### src/rtl/fir_pkg.sv
// Shared definitions for the FIR back-end: default widths, the Q2.8 sample type
// and the round-and-saturate helper used wherever a wide FIR result returns to Q2.8.
package fir_pkg;

    localparam int INBIT_DEF  = 23;
    localparam int OUTBIT_DEF = 11;
    localparam int SHIFT_DEF  = 8;

    // Q2.8: 1 sign, 2 integer, 8 fraction bits
    typedef logic signed [OUTBIT_DEF-1:0] q28_t;

    localparam int SAT_MAX = (1 << (OUTBIT_DEF - 1)) - 1;
    localparam int SAT_MIN = -(1 << (OUTBIT_DEF - 1));

    typedef struct packed {
        logic sat;
        q28_t val;
    } rq_res_t;

    // Round half toward +inf, arithmetic shift, then clip to the Q2.8 range.
    // Evaluated in 64 bits so the rounding add can never wrap for any sane input width.
    function automatic rq_res_t round_sat(input logic signed [63:0] x,
                                          input int unsigned       shift);
        logic signed [63:0] t;
        rq_res_t            r;
        t = (x + (64'sd1 <<< (shift - 32'd1))) >>> shift;
        r.sat = 1'b0;
        r.val = t[OUTBIT_DEF-1:0];
        if (t > 64'(SAT_MAX)) begin
            r.sat = 1'b1;
            r.val = q28_t'(SAT_MAX);
        end else if (t < 64'(SAT_MIN)) begin
            r.sat = 1'b1;
            r.val = q28_t'(SAT_MIN);
        end
        return r;
    endfunction

endpackage

### src/rtl/sample_fifo.sv
// Small synchronous FIFO with a registered head word. The head register is loaded
// from next-state storage so a push into an empty FIFO is visible right after that edge.
module sample_fifo #(
    parameter int unsigned WIDTH = 11,
    parameter int unsigned DEPTH = 4
) (
    input  logic             clk_i,
    input  logic             rst_ni,
    input  logic             push_i,
    input  logic [WIDTH-1:0] push_data_i,
    input  logic             pop_i,
    output logic [WIDTH-1:0] head_data_o,
    output logic             head_valid_o,
    output logic             full_o
);

    localparam int unsigned AW = (DEPTH > 1) ? $clog2(DEPTH) : 1;
    localparam int unsigned CW = $clog2(DEPTH + 1);

    logic [WIDTH-1:0] mem_q [DEPTH];
    logic [WIDTH-1:0] mem_d [DEPTH];
    logic [AW-1:0]    wr_q, wr_d;
    logic [AW-1:0]    rd_q, rd_d;
    logic [CW-1:0]    cnt_q, cnt_d;
    logic [WIDTH-1:0] head_q, head_d;
    logic             valid_q, valid_d;
    logic             empty, full, pop_ok, push_ok;

    // Next-state for pointers, occupancy, storage and the registered head
    always_comb begin
        empty   = (cnt_q == '0);
        full    = (cnt_q == CW'(DEPTH));
        pop_ok  = pop_i && !empty;
        // A pop in the same cycle frees the slot, so a full FIFO still accepts
        push_ok = push_i && (!full || pop_ok);

        mem_d = mem_q;
        if (push_ok) begin
            mem_d[wr_q] = push_data_i;
        end
        wr_d  = push_ok ? wr_q + AW'(1) : wr_q;
        rd_d  = pop_ok ? rd_q + AW'(1) : rd_q;
        cnt_d = cnt_q;
        if (push_ok && !pop_ok) begin
            cnt_d = cnt_q + CW'(1);
        end else if (!push_ok && pop_ok) begin
            cnt_d = cnt_q - CW'(1);
        end
        valid_d = (cnt_d != '0);
        head_d  = valid_d ? mem_d[rd_d] : '0;
    end

    // State registers, cleared asynchronously
    always_ff @(posedge clk_i or negedge rst_ni) begin
        if (!rst_ni) begin
            for (int i = 0; i < int'(DEPTH); i++) begin
                mem_q[i] <= '0;
            end
            wr_q    <= '0;
            rd_q    <= '0;
            cnt_q   <= '0;
            head_q  <= '0;
            valid_q <= 1'b0;
        end else begin
            mem_q   <= mem_d;
            wr_q    <= wr_d;
            rd_q    <= rd_d;
            cnt_q   <= cnt_d;
            head_q  <= head_d;
            valid_q <= valid_d;
        end
    end

    assign head_data_o  = head_q;
    assign head_valid_o = valid_q;
    assign full_o       = full;

endmodule

### src/rtl/fir_decim_requant.sv
// FIR back-end: drops the pipeline warm-up, decimates by M, requantises to Q2.8
// and hands samples to the consumer through a small valid/ready FIFO.
module fir_decim_requant
    import fir_pkg::*;
#(
    parameter int INBIT  = INBIT_DEF,
    parameter int OUTBIT = OUTBIT_DEF,
    parameter int SHIFT  = SHIFT_DEF,
    parameter int M      = 2,
    parameter int SKIP   = 33,
    parameter int DEPTH  = 4
) (
    input  logic              clk,
    input  logic              rst,
    input  logic [INBIT-1:0]  in_data,
    input  logic              clr,
    output logic [OUTBIT-1:0] out_data,
    output logic              out_valid,
    input  logic              out_ready,
    output logic              sat_flag,
    output logic              ovf_flag
);

    localparam int WW = (SKIP > 0) ? $clog2(SKIP + 1) : 1;
    localparam int PW = (M > 1) ? $clog2(M) : 1;

    logic [WW-1:0]     warm_q, warm_d;
    logic [PW-1:0]     phase_q, phase_d;
    logic [INBIT-1:0]  in_q, in_d;
    logic              keep_q, keep_d;
    logic [OUTBIT-1:0] rq_q, rq_d;
    logic              rq_vld_q, rq_vld_d;
    logic              sat_q, sat_d;
    logic              ovf_q, ovf_d;
    logic              warm_done;
    logic              sat_evt, ovf_evt;
    logic              fifo_full;
    rq_res_t           res;

    // Warm-up/phase counters, input capture, requant stage and sticky flags
    always_comb begin
        warm_done = (warm_q == WW'(SKIP));
        warm_d    = warm_done ? warm_q : warm_q + WW'(1);

        phase_d = phase_q;
        if (warm_done) begin
            phase_d = (phase_q == PW'(M - 1)) ? '0 : phase_q + PW'(1);
        end

        in_d   = in_data;
        keep_d = warm_done && (phase_q == '0);

        res      = round_sat(64'($signed(in_q)), SHIFT);
        rq_d     = OUTBIT'(res.val);
        rq_vld_d = keep_q;
        sat_evt  = keep_q && res.sat;

        // Dropped only when full and no pop frees a slot this cycle
        ovf_evt = rq_vld_q && fifo_full && !(out_ready && out_valid);

        // New events win over a simultaneous clear
        sat_d = (sat_q && !clr) || sat_evt;
        ovf_d = (ovf_q && !clr) || ovf_evt;
    end

    // Pipeline and control registers, cleared asynchronously
    always_ff @(posedge clk or negedge rst) begin
        if (!rst) begin
            warm_q   <= '0;
            phase_q  <= '0;
            in_q     <= '0;
            keep_q   <= 1'b0;
            rq_q     <= '0;
            rq_vld_q <= 1'b0;
            sat_q    <= 1'b0;
            ovf_q    <= 1'b0;
        end else begin
            warm_q   <= warm_d;
            phase_q  <= phase_d;
            in_q     <= in_d;
            keep_q   <= keep_d;
            rq_q     <= rq_d;
            rq_vld_q <= rq_vld_d;
            sat_q    <= sat_d;
            ovf_q    <= ovf_d;
        end
    end

    sample_fifo #(
        .WIDTH (OUTBIT),
        .DEPTH (DEPTH)
    ) u_fifo (
        .clk_i        (clk),
        .rst_ni       (rst),
        .push_i       (rq_vld_q),
        .push_data_i  (rq_q),
        .pop_i        (out_ready),
        .head_data_o  (out_data),
        .head_valid_o (out_valid),
        .full_o       (fifo_full)
    );

    assign sat_flag = sat_q;
    assign ovf_flag = ovf_q;

endmodule

### config.mk
export PLATFORM = sky130hd
export DESIGN_NAME = fir_decim_requant
export DESIGN_NICKNAME = d
export VERILOG_FILES = /design/src/rtl/fir_pkg.sv /design/src/rtl/sample_fifo.sv /design/src/rtl/fir_decim_requant.sv
export SDC_FILE = /design/constraint.sdc
export NUM_CORES = 1
export LEC_CHECK = 0
export BUFFER_PORTS_ARGS = -buffer_cell sky130_fd_sc_hd__buf_2
export CELL_PAD_IN_SITES_DETAIL_PLACEMENT = 1
export CELL_PAD_IN_SITES_GLOBAL_PLACEMENT = 2
export CORE_MARGIN = 5
export CORE_UTILIZATION = 35
export DETAILED_ROUTE_END_ITERATION = 7
export PLACE_DENSITY = 0.78
export SYNTH_ARGS = -nofsm -noshare
export SYNTH_HDL_FRONTEND = slang
export SYNTH_SLANG_ARGS = --single-unit
### constraint.sdc
create_clock -name clk -period 2.11 [get_ports clk]
set_clock_uncertainty 0.05 [all_clocks]
set_input_delay 0.1055 -clock clk [delete_from_list [all_inputs] [get_ports clk]]
set_output_delay 0.1055 -clock clk [all_outputs]
set_load 0.02 [all_outputs]
==> metrics.md, run 1 <==
| Metric | Value |
|---|---|
| Vias in the first global route | `4420` |
| Worst setup slack after layout | `0.103 ns` |
| FF-to-FF End | `u_fifo.head_data_o[9]` |
| Avg Synthesized Cell Area | `just under 10 sq um` |
| Critical path arrival | `2.24 ns` |
| Peak Freq | `around 500 MHz` |
| Synth cell types | `56` |
| IO Pins | `41` |
| Capture point of the worst path | `u_fifo.head_data_o[9]` |
| Routed length per placed instance | `18.6 microns` |
| WL met2 | `6.94 mm` |
| Post-synth top area share | `0.500` |
| Worst VDD drop | `0.000614 V` |
| Synth top cells by count | `dfrtp_1, nand2_1, nand3_1` |
| Site Rows | `43` |
| Final period utilization | `0.951` |
| Via-to-Cell Ratio | `5.44` |
| Top delay family on crit path | `simple AND/OR/NAND/NOR gates` |
| R2R depth | `7` |
| Crit path launch type | `flop` |
| Final setup violation count | `0` |
| First-pass GRT wire length | `between 20 and 25 mm` |
| DR WL met3 | `approximately 560 microns` |
| Chip Height | `~130 microns` |
| Crit path from | `u_fifo.cnt_q[0]` |
| Stages on the worst setup path | `7` |
| Critical Path Fanout Max | `12` |
| 1st-iter DRT viols | `217` |
| Post-Syn Nets | `552` |
| Crit path buffers/inverters | `2` |
| Crit. End Element | `flop` |
| Synth area leader | `dfrtp_1` |
| Nets | `606` |
| Port buffer count | `33` |
| Synth Register Bits | `slightly above 100` |
| DP Worst Slack | `0.0239 ns` |
| Seq/Total Area, Yosys | `0.500` |
| Initial core utilization | `0.361` |
| Post-Syn Area | `5050 sq um` |
| Crit path kind | `flop to flop` |
| Core ar. | `14000 sq um` |
| Largest net degree at the start of global routing | `46` |
| Status | `completed` |
| N_diodes | `0` |
| Die width | `130 microns` |
| DRT met1 WL | `6.28 mm` |
| Rel. slew slack | `0.613` |
| Power per cell area | `1350 nW/um^2` |
| Mapped Cells | `515` |
| DR vias | `4088` |
| Crit path cell chain | `buf_4 -> ha_1 -> and3b_1 -> o311ai_1 -> and4bb_2 -> buf_12 -> a21oi_2` |
| Setup TNS | `0 ns` |
| Cell leakage power | `0.00270 uW` |
| Total power | `8220 uW` |
| Maximum clock insertion buffer count | `2` |
| RR Startpoint | `u_fifo.cnt_q[0]` |
| Clk slew on worst S/H paths | `0.07 ns` |
| Count of pins over their slew limit | `0` |
| GRT overflow | `0` |
| Top_reg_cell synth | `dfrtp_1` |
| HPWL after DPL | `between 8 and 9 mm` |
| Most frequent cell after synthesis | `dfrtp_1` |
| Top routing layer used | `met4` |
| Initial antenna violation count | `0` |
| Final Hold Fails | `0` |
| Max Cap Viol | `0` |
| Area contributors post-synth | `dfrtp_1, nand3_1, o21ai_0, nand2_1, a211oi_1` |
| Critical Path Slowest Stage Cell | `dfrtp_1` |
| EDFF count, synth | `0` |
| Fraction of layout cells with a size suffix above 1 | `0.205` |
| CTS root buffer | `clkbuf_16` |
| HP Class | `input port to flop` |
| Worst R2R Setup Slack | `0.10 ns` |
| CTS Buf Count | `9` |
| Worst-Skew Late Latency | `about 0.35 ns` |
| RSZ-0062 raised after global routing | `no` |
| CTS sink count | `between 100 and 150` |
| Total track usage | `0.173` |
| DRC Markers | `0` |
| Worst Tran Pin Value | `0.580 ns` |
| Critical Path RT | `2.34 ns` |
| Syn. warnings | `0` |
| TritonRoute pass-1 iters | `6` |
| Final Critical Period | `between 2 and 2.5 ns` |
| CTS H-tree lvls | `3` |
| Finished Layout Cells | `752` |
| Placed cells | `slightly above 700` |
| Die area | `16900 sq um` |
| GPL Wtd Cong | `0.767` |
| CP peak stage delay | `around 0.38 ns` |
| Final WL | `about 14 mm` |
| Final core occ | `0.436` |
| Routed Antenna Nets | `0` |
| Async SR Flop Fraction | `1.00` |
| TritonCTS clock tree | `yes` |
| Area delta synth->final | `20.9%` |
stage by stage:
step                      hold slack, ns  area (sq um)
final                              0.127          6100
after global routing               0.151          6100
after CTS                          0.119          5990
after detailed placement          0.0876          5550
after global placement            0.0900          5550
after floorplan                   -0.240          5050
power breakdown:
group          internal [uW]  leakage, uW  switching [uW]
clock network            822     0.000124             720
registers               2530      0.00124             241
logic                   1540      0.00134            2360
placed cells by master (no fill, tap or decap), types with 18 or more instances in the layout:
master         count
a211oi_1          22
buf_4             19
o21ai_0           45
a22oi_1           21
nand3_1           57
dfrtp_1          100
buf_2             32
o21ai_1           27
nand2_1           58
dlygate4sd3_1     18
repair_timing:
item | CTS | global route
gates resized for setup | 0 | 18
setup buffers | 0 | 1
endpoints found under the setup margin | 0 | 21
hold endpoints to repair | 57 | 0
hold buffers | 18 | 0
cell families after synthesis:
group                      count (synthesis)  synth area share
AOI/OAI and AO/OA                        153             0.205
xor gates and xnor gates                  19            0.0330
DFF                                      101             0.500
and+or+nand+nor                          180             0.181
muxes                                      2           0.00421
adders and majority gates                 10            0.0248
buffers and inverters                     50            0.0515
worst min-delay path by stage:
stage | end | depth (start not counted) | from | slack [ns]
after floorplan | in_q[10] | 0 | rst | -0.24
after global placement | u_fifo.mem_q[10] | 1 | rst | 0.09
after detailed placement | u_fifo.cnt_q[0] | 1 | rst | 0.09
after CTS | u_fifo.cnt_q[1] | 3 | out_ready | 0.12
after global routing | u_fifo.cnt_q[1] | 3 | out_ready | 0.15
final | u_fifo.cnt_q[1] | 3 | out_ready | 0.13
area by class of cell:
type / instances / area (sq um)
Inverter: 12 / 45.0
Clock inverter: 3 / 23.8
Sequential cell: 101 / 2530
Multi-Input combinational cell: 364 / 2310
Clock buffer: 11 / 243
Tap cell: 180 / 225
Timing Repair Buffer: 81 / 724
Fill cell: 1578 / 7890
worst reg2reg max path: cells and delay by family (launching register included):
kind | cells | cell delay, ns
AOI/OAI and AO/OA | 2 | 0.48
adders and majority gates | 1 | 0.22
buffers and inverters | 2 | 0.30
DFF | 1 | 0.38
and+or+nand+nor | 2 | 0.52
per-layer routing:
layer,GRT usage,vias to the layer above
li1,-,1952
met1,0.223,2043
met2,0.293,74
met3,0.0287,19
met4,0.0630,0
met5,0,-
sequential cells by signal, summed over array words and instances (netlist names):
name / cells
in_q: 16
u_fifo.cnt_q: 3
rq_q: 11
sat_flag: 1
u_fifo.wr_q: 2
phase_q: 1
ovf_flag: 1
u_fifo.rd_q: 2
rq_vld_q: 1
warm_q: 6
u_fifo.mem_q: 44
u_fifo.head_valid_o: 1
u_fifo.head_data_o: 11
keep_q: 1
No activity file was read; power rests on OpenSTA's default activity.
==> run 2: changes to the inputs <==
RECOVER_POWER = 100   (was not set)
==> run 2 against run 1 <==
Setup slack worse by 0.032 ns. Critical path type unchanged. Sequential share of layout area grew 0.37 points. Sequential cell count did not move. Critical endpoint is now u_fifo.head_valid_o. Sequential power about the same. Hold slack about the same. Largest cell class unchanged. Clock-buffer cell count did not move. Highest routed layer unchanged. Clock power barely moved. Global-route usage is the same. Design area decreased by 0.88%.
==> metrics.md, run 2 (synthesized netlist as in run 1, its figures left out) <==
| Metric | Value |
|---|---|
| DRC Markers | `0 (unchanged)` |
| Die area | `16900 sq um (unchanged)` |
| Area delta synth->final | `19.8%` |
| Total track usage | `0.173 (unchanged)` |
| Placed cells | `717 (unchanged)` |
| Worst-Skew Late Latency | `0.35 ns (about the same)` |
| Max reg flops | `44 (unchanged)` |
| Status | `completed` |
| Fraction of layout cells with a size suffix above 1 | `0.173 (-0.0315)` |
| Fillers | `1585 (+0.44%)` |
| Most frequent cells in the layout | `dfrtp_1, nand2_1, nand3_1` |
| HP Class | `input port to flop` |
| Final period utilization | `0.966 (+0.0151)` |
| Setup TNS | `0 ns (unchanged)` |
| Crit path buffers/inverters | `3 (+1)` |
| Initial core utilization | `0.361 (unchanged)` |
| CTS H-tree lvls | `3 (unchanged)` |
| CP peak stage delay | `0.38 ns (about the same)` |
| DR vias | `4090 (+0.049%)` |
| Final Critical Period | `2.04 ns (+0.0319 ns)` |
| Critical Path RT | `2.30 ns (-0.04 ns)` |
| Core ar. | `14000 sq um (unchanged)` |
| Cell leakage power | `0.00265 uW (-2.0%)` |
| Crit path kind | `flop to flop` |
| TritonCTS clock tree | `yes` |
| Final Hold Fails | `0 (unchanged)` |
| Count of pins over their slew limit | `0 (unchanged)` |
| Most common cell after layout, fill and taps aside | `dfrtp_1` |
| Top delay family on crit path | `simple AND/OR/NAND/NOR gates` |
| Chip Height | `130 microns (unchanged)` |
| Largest regs | `u_fifo.mem_q x44, in_q x16` |
| Routed length per placed instance | `18.7 microns (+0.51%)` |
| Critical Path Fanout Max | `12 (unchanged)` |
| Nets | `606 (unchanged)` |
| Vias in the first global route | `4420 (unchanged)` |
| Via-to-Cell Ratio | `5.44 (about the same)` |
| Critical Path Slowest Stage Cell | `dfrtp_1` |
| Maximum clock insertion buffer count | `2 (unchanged)` |
| N_diodes | `0 (unchanged)` |
| Critical path arrival | `2.23 ns (about the same)` |
| HPWL after DPL | `8.68 mm (unchanged)` |
| Rel. slew slack | `0.250 (-0.363)` |
| CTS root buffer | `clkbuf_16` |
| Clk slew on worst S/H paths | `0.07 ns (about the same)` |
| Worst VDD drop | `0.000613 V (-0.13%)` |
| GPL Wtd Cong | `0.767 (unchanged)` |
| First-pass GRT wire length | `22.8 mm (unchanged)` |
| Die width | `130 microns (unchanged)` |
| Finished Layout Cells | `752 (unchanged)` |
| Initial antenna violation count | `0 (unchanged)` |
| Port buffer count | `33 (unchanged)` |
| Final setup violation count | `0 (unchanged)` |
| Crit path cell chain | `buf_4 -> ha_1 -> and3b_1 -> a22oi_1 -> o311ai_1 -> and4bb_2 -> buf_6 -> inv_1` |
| Power per cell area | `1350 nW/um^2 (+0.20%)` |
| 1st-iter DRT viols | `212 (-2.3%)` |
| Final WL | `14.1 mm (+0.51%)` |
| Max Cap Viol | `0 (unchanged)` |
| TritonRoute pass-1 iters | `4 (-2)` |
| Largest net degree at the start of global routing | `46 (unchanged)` |
| Crit. End Element | `flop` |
| GRT overflow | `0 (unchanged)` |
| Site Rows | `43 (unchanged)` |
| Peak Freq | `490 MHz (-1.6%)` |
| Worst Tran Pin Value | `1.13 ns (+0.545 ns)` |
| Most flops, register | `u_fifo.mem_q` |
| Routed Antenna Nets | `0 (unchanged)` |
| CTS Buf Count | `9 (unchanged)` |
| Crit path launch type | `flop` |
| CTS sink count | `101 (unchanged)` |
| IO Pins | `41 (unchanged)` |
run 2: power breakdown:
group | switching (uW) | internal, uW | total, uW
Sequential | 244 | 2530 | 2770
Combinational | 2360 | 1480 | 3840
Clock | 724 | 822 | 1550
run 2: path summary, 6_finish.rpt:
path                                       from                  end  slack, ns  cells after the start
worst max-delay path            u_fifo.cnt_q[0]  u_fifo.head_valid_o       0.07                      8
worst min-delay path                  out_ready      u_fifo.cnt_q[1]       0.13                      3
worst max register to register  u_fifo.cnt_q[0]  u_fifo.head_valid_o       0.07                      8
worst min register to register           keep_q             rq_vld_q       0.34                      0
max in group asynchronous                   rst              rq_q[5]       0.46                      3
min in group asynchronous                   rst     u_fifo.mem_q[10]       0.44                      2
run 2: final cells by class:
| cell class | instances | area (sq um) | area share |
|---|---|---|---|
| clock buffer | 11 | 243 | 0.0401 |
| multi-input combinational | 364 | 2290 | 0.379 |
| timing repair buffer | 81 | 691 | 0.114 |
| clock inverter | 3 | 23.8 | 0.00393 |
| sequential | 101 | 2530 | 0.418 |
| tap | 180 | 225 | 0.0372 |
| inverter | 12 | 45.0 | 0.00745 |
run 2: per-layer routing:
layer	up-vias	GRT usage	wire length [microns]
li1	1950	-	-
met1	2057	0.223	6420
met2	65	0.293	6990
met3	18	0.0287	442
met4	0	0.0630	229
met5	-	0	0
run 2: per-stage QoR:
step                      setup slack, ns  hold slack, ns  utilization  instance area (sq um)  total power [uW]
after floorplan                     0.129          -0.240            -                   5050              5150
after global placement             0.0745          0.0900        0.397                   5550              6410
after detailed placement           0.0239          0.0876        0.397                   5550              6530
after CTS                         0.00999           0.119        0.429                   5990              8140
after global routing             -0.00704           0.151        0.432                   6050              8710
final                              0.0708           0.127        0.432                   6050              8160
run 2: worst register-to-register path: cells and delay by family (launching register included):
| family | cells | cell delay [ns] |
|---|---|---|
| simple gates | 2 | 0.54 |
| buf+inv | 3 | 0.43 |
| compound gates | 2 | 0.30 |
| flops | 1 | 0.38 |
| fa+ha+maj | 1 | 0.22 |
run 2: what timing repair did:
item | 4_1_cts | 5_1_grt
resized for setup | 0 | 18
hold buffers | 18 | 0
buffers inserted | 0 | 1
endpoints found under the setup margin | 0 | 21
endpoints found under the hold margin | 57 | 0
==> run 3: changes to the inputs <==
CORE_UTILIZATION = 36   (was 35)
CTS_BUF_LIST = sky130_fd_sc_hd__clkbuf_4 sky130_fd_sc_hd__clkbuf_8   (was not set)
PLACE_DENSITY = 0.8   (was 0.78)
REMOVE_ABC_BUFFERS = 1   (was not set)
==> run 3 against run 2 <==
Design area down 1.2%. Cell count up 0.13%. Maximum frequency down 0.19%. Sequential power about the same. Clock power down 15%. Non-clock buffer count down 1.
==> metrics.md, run 3 (synthesized netlist as in run 1, its figures left out) <==
| Metric | Value |
|---|---|
| Clock network power share | `0.166 (-0.023)` |
| Nets | `605 (-0.17%)` |
| Worst VDD drop | `0.000400 V (-35%)` |
| Clk slew on worst S/H paths | `0.10 ns (+0.03 ns)` |
| Sequential power share | `0.349 (+0.009)` |
| Critical Path RT | `2.33 ns (+0.03 ns)` |
| Port buffer count | `33 (unchanged)` |
| HP Class | `input port to flop` |
| Total track usage | `0.173 (-0.000184)` |
| Final period utilization | `0.968 (+0.00184)` |
| HPWL after DPL | `8.75 mm (+0.77%)` |
| Site Rows | `43 (unchanged)` |
| Maximum clock insertion buffer count | `2 (unchanged)` |
| TritonCTS clock tree | `yes` |
| CTS sink count | `101 (unchanged)` |
| Count of pins over their slew limit | `0 (unchanged)` |
| Largest regs | `u_fifo.mem_q x44, in_q x16` |
| DP Area | `5530 sq um (-0.36%)` |
| Most frequent cells in the layout | `dfrtp_1, nand2_1, nand3_1` |
| Fin Hold WS | `0.140 ns (+0.0136 ns)` |
| Multi-input gate area | `2310 sq um (+0.55%)` |
| Power per cell area | `1320 nW/um^2 (-1.8%)` |
| Initial core utilization | `0.365 (+0.00421)` |
| Largest net degree at the start of global routing | `46 (unchanged)` |
| Critical path arrival | `2.27 ns (+0.04 ns)` |
| CP peak stage delay | `0.43 ns (+0.05 ns)` |
| DR vias | `4153 (+1.5%)` |
| Crit path cell chain | `buf_4 -> ha_1 -> and3b_1 -> a22oi_1 -> o311ai_1 -> and4bb_4 -> clkbuf_16 -> a21oi_2` |
| Routed Antenna Nets | `0 (unchanged)` |
| Worst Tran Pin Value | `0.802 ns (-0.323 ns)` |
| IO Pins | `41 (unchanged)` |
| NetSw | `3270 uW (-1.8%)` |
| Die width | `128 microns (-1.3%)` |
| Chip Height | `128 microns (-1.3%)` |
| Initial antenna violation count | `0 (unchanged)` |
| Critical Path Fanout Max | `6 (-6)` |
| Rel. slew slack | `0.466 (+0.216)` |
| Final core occ | `0.432 (about the same)` |
| Setup TNS | `0 ns (unchanged)` |
| CTS H-tree lvls | `3 (unchanged)` |
| Most flops, register | `u_fifo.mem_q` |
| 1st-iter DRT viols | `281 (+33%)` |
| Final Critical Period | `2.04 ns (+0.00389 ns)` |
| Cell leakage power | `0.00263 uW (-0.63%)` |
| Final setup violation count | `0 (unchanged)` |
| Fraction of layout cells with a size suffix above 1 | `0.183 (+0.0102)` |
| GRT overflow | `0 (unchanged)` |
| Status | `completed` |
| N_diodes | `0 (unchanged)` |
| Final Cell Area | `5980 sq um (-1.2%)` |
| Max reg flops | `44 (unchanged)` |
| DRC Markers | `0 (unchanged)` |
| Routed length per placed instance | `18.4 microns (-1.8%)` |
| Crit path kind | `flop to flop` |
| Via-to-Cell Ratio | `5.52 (+1.4%)` |
| CTS root buffer | `clkbuf_8` |
| Switching Fraction | `0.412 (+0.00487)` |
| Postcts setup bufs | `0 (unchanged)` |
| Crit path launch type | `flop` |
| Die area | `16500 sq um (-2.6%)` |
| Fillers | `1540 (-2.8%)` |
| Most common cell after layout, fill and taps aside | `dfrtp_1` |
| Comb power frac | `0.485 (+0.014)` |
| Area delta synth->final | `18.4%` |
| Final Hold Fails | `0 (unchanged)` |
| Sequential cell area | `2530 sq um (about the same)` |
| GPL Wtd Cong | `0.795 (+3.6%)` |
| Worst R2R Setup Slack | `0.07 ns (about the same)` |
| RSZ-0062 raised after global routing | `yes` |
| Worst-Skew Late Latency | `0.38 ns (+0.03 ns)` |
| TritonRoute pass-1 iters | `4 (unchanged)` |
| Crit. End Element | `flop` |
| Peak Freq | `489 MHz (-0.19%)` |
| Vias in the first global route | `4569 (+3.4%)` |
| Max Cap Viol | `0 (unchanged)` |
| Cell Int Power | `4650 uW (-3.7%)` |
| Final WL | `13.8 mm (-1.6%)` |
| Critical Path Slowest Stage Cell | `and4bb_4` |
| First-pass GRT wire length | `22.7 mm (about the same)` |
| Core ar. | `13800 sq um (-1.2%)` |
| CTS Buf Count | `9 (unchanged)` |
==> run 3: per-layer routing <==
metal / GRT usage / routed length (microns) / vias up
li1: - / - / 1951
met1: 0.201 / 5610 / 2087
met2: 0.312 / 7310 / 89
met3: 0.0286 / 663 / 26
met4: 0.0768 / 268 / 0
met5: 0 / 0 / -
==> run 3: final timing paths <==
kind,start,end,cells past startpoint
worst min-delay path,out_ready,u_fifo.cnt_q[1],3
min in group asynchronous,rst,u_fifo.mem_q[1],2
worst max-delay path,u_fifo.cnt_q[0],u_fifo.head_data_o[7],8
max in group asynchronous,rst,in_q[10],3
worst min register to register,keep_q,rq_vld_q,0
worst max register to register,u_fifo.cnt_q[0],u_fifo.head_data_o[7],8
==> run 3: worst max-delay path, delay by kind of cell, from the launching register on <==
kind / cells / cell delay [ns]
simple gates: 2 / 0.62
flops: 1 / 0.40
compound gates: 3 / 0.34
buf+inv: 2 / 0.33
fa+ha+maj: 1 / 0.20
==> run 3: layout make-up <==
type,count,share of cell area
clock buffers,12,0.0255
clock inverters,4,0.00879
inverters,12,0.00753
multi-input cells,364,0.386
flip-flops and latches,101,0.423
well taps,180,0.0377
repair buffers,80,0.112
==> run 3: power groups by stage <==
stage                     Clock, uW  Sequential (uW)  Combinational (uW)
after floorplan                   0             2840                2100
after global placement            0             2770                3500
after detailed placement          0             2800                3650
after CTS                      1370             2760                3700
after global routing           1430             2820                4230
final                          1310             2770                3840
==> run 3: stage by stage <==
| step | setup WS, ns | power (uW) | cells |
|---|---|---|---|
| floorplan | -0.516 | 4940 | 477 |
| global placement | 0.139 | 6270 | 716 |
| detailed placement | 0.0443 | 6450 | 716 |
| CTS | 0.0170 | 7830 | 750 |
| global route | -0.00731 | 8480 | 753 |
| finish | 0.0669 | 7920 | 753 |
==> run 3: timing repair <==
item,4_1_cts,5_1_grt
hold buffers,18,0
hold endpoints to repair,82,0
resized for setup,0,17
setup endpoints to repair,0,22
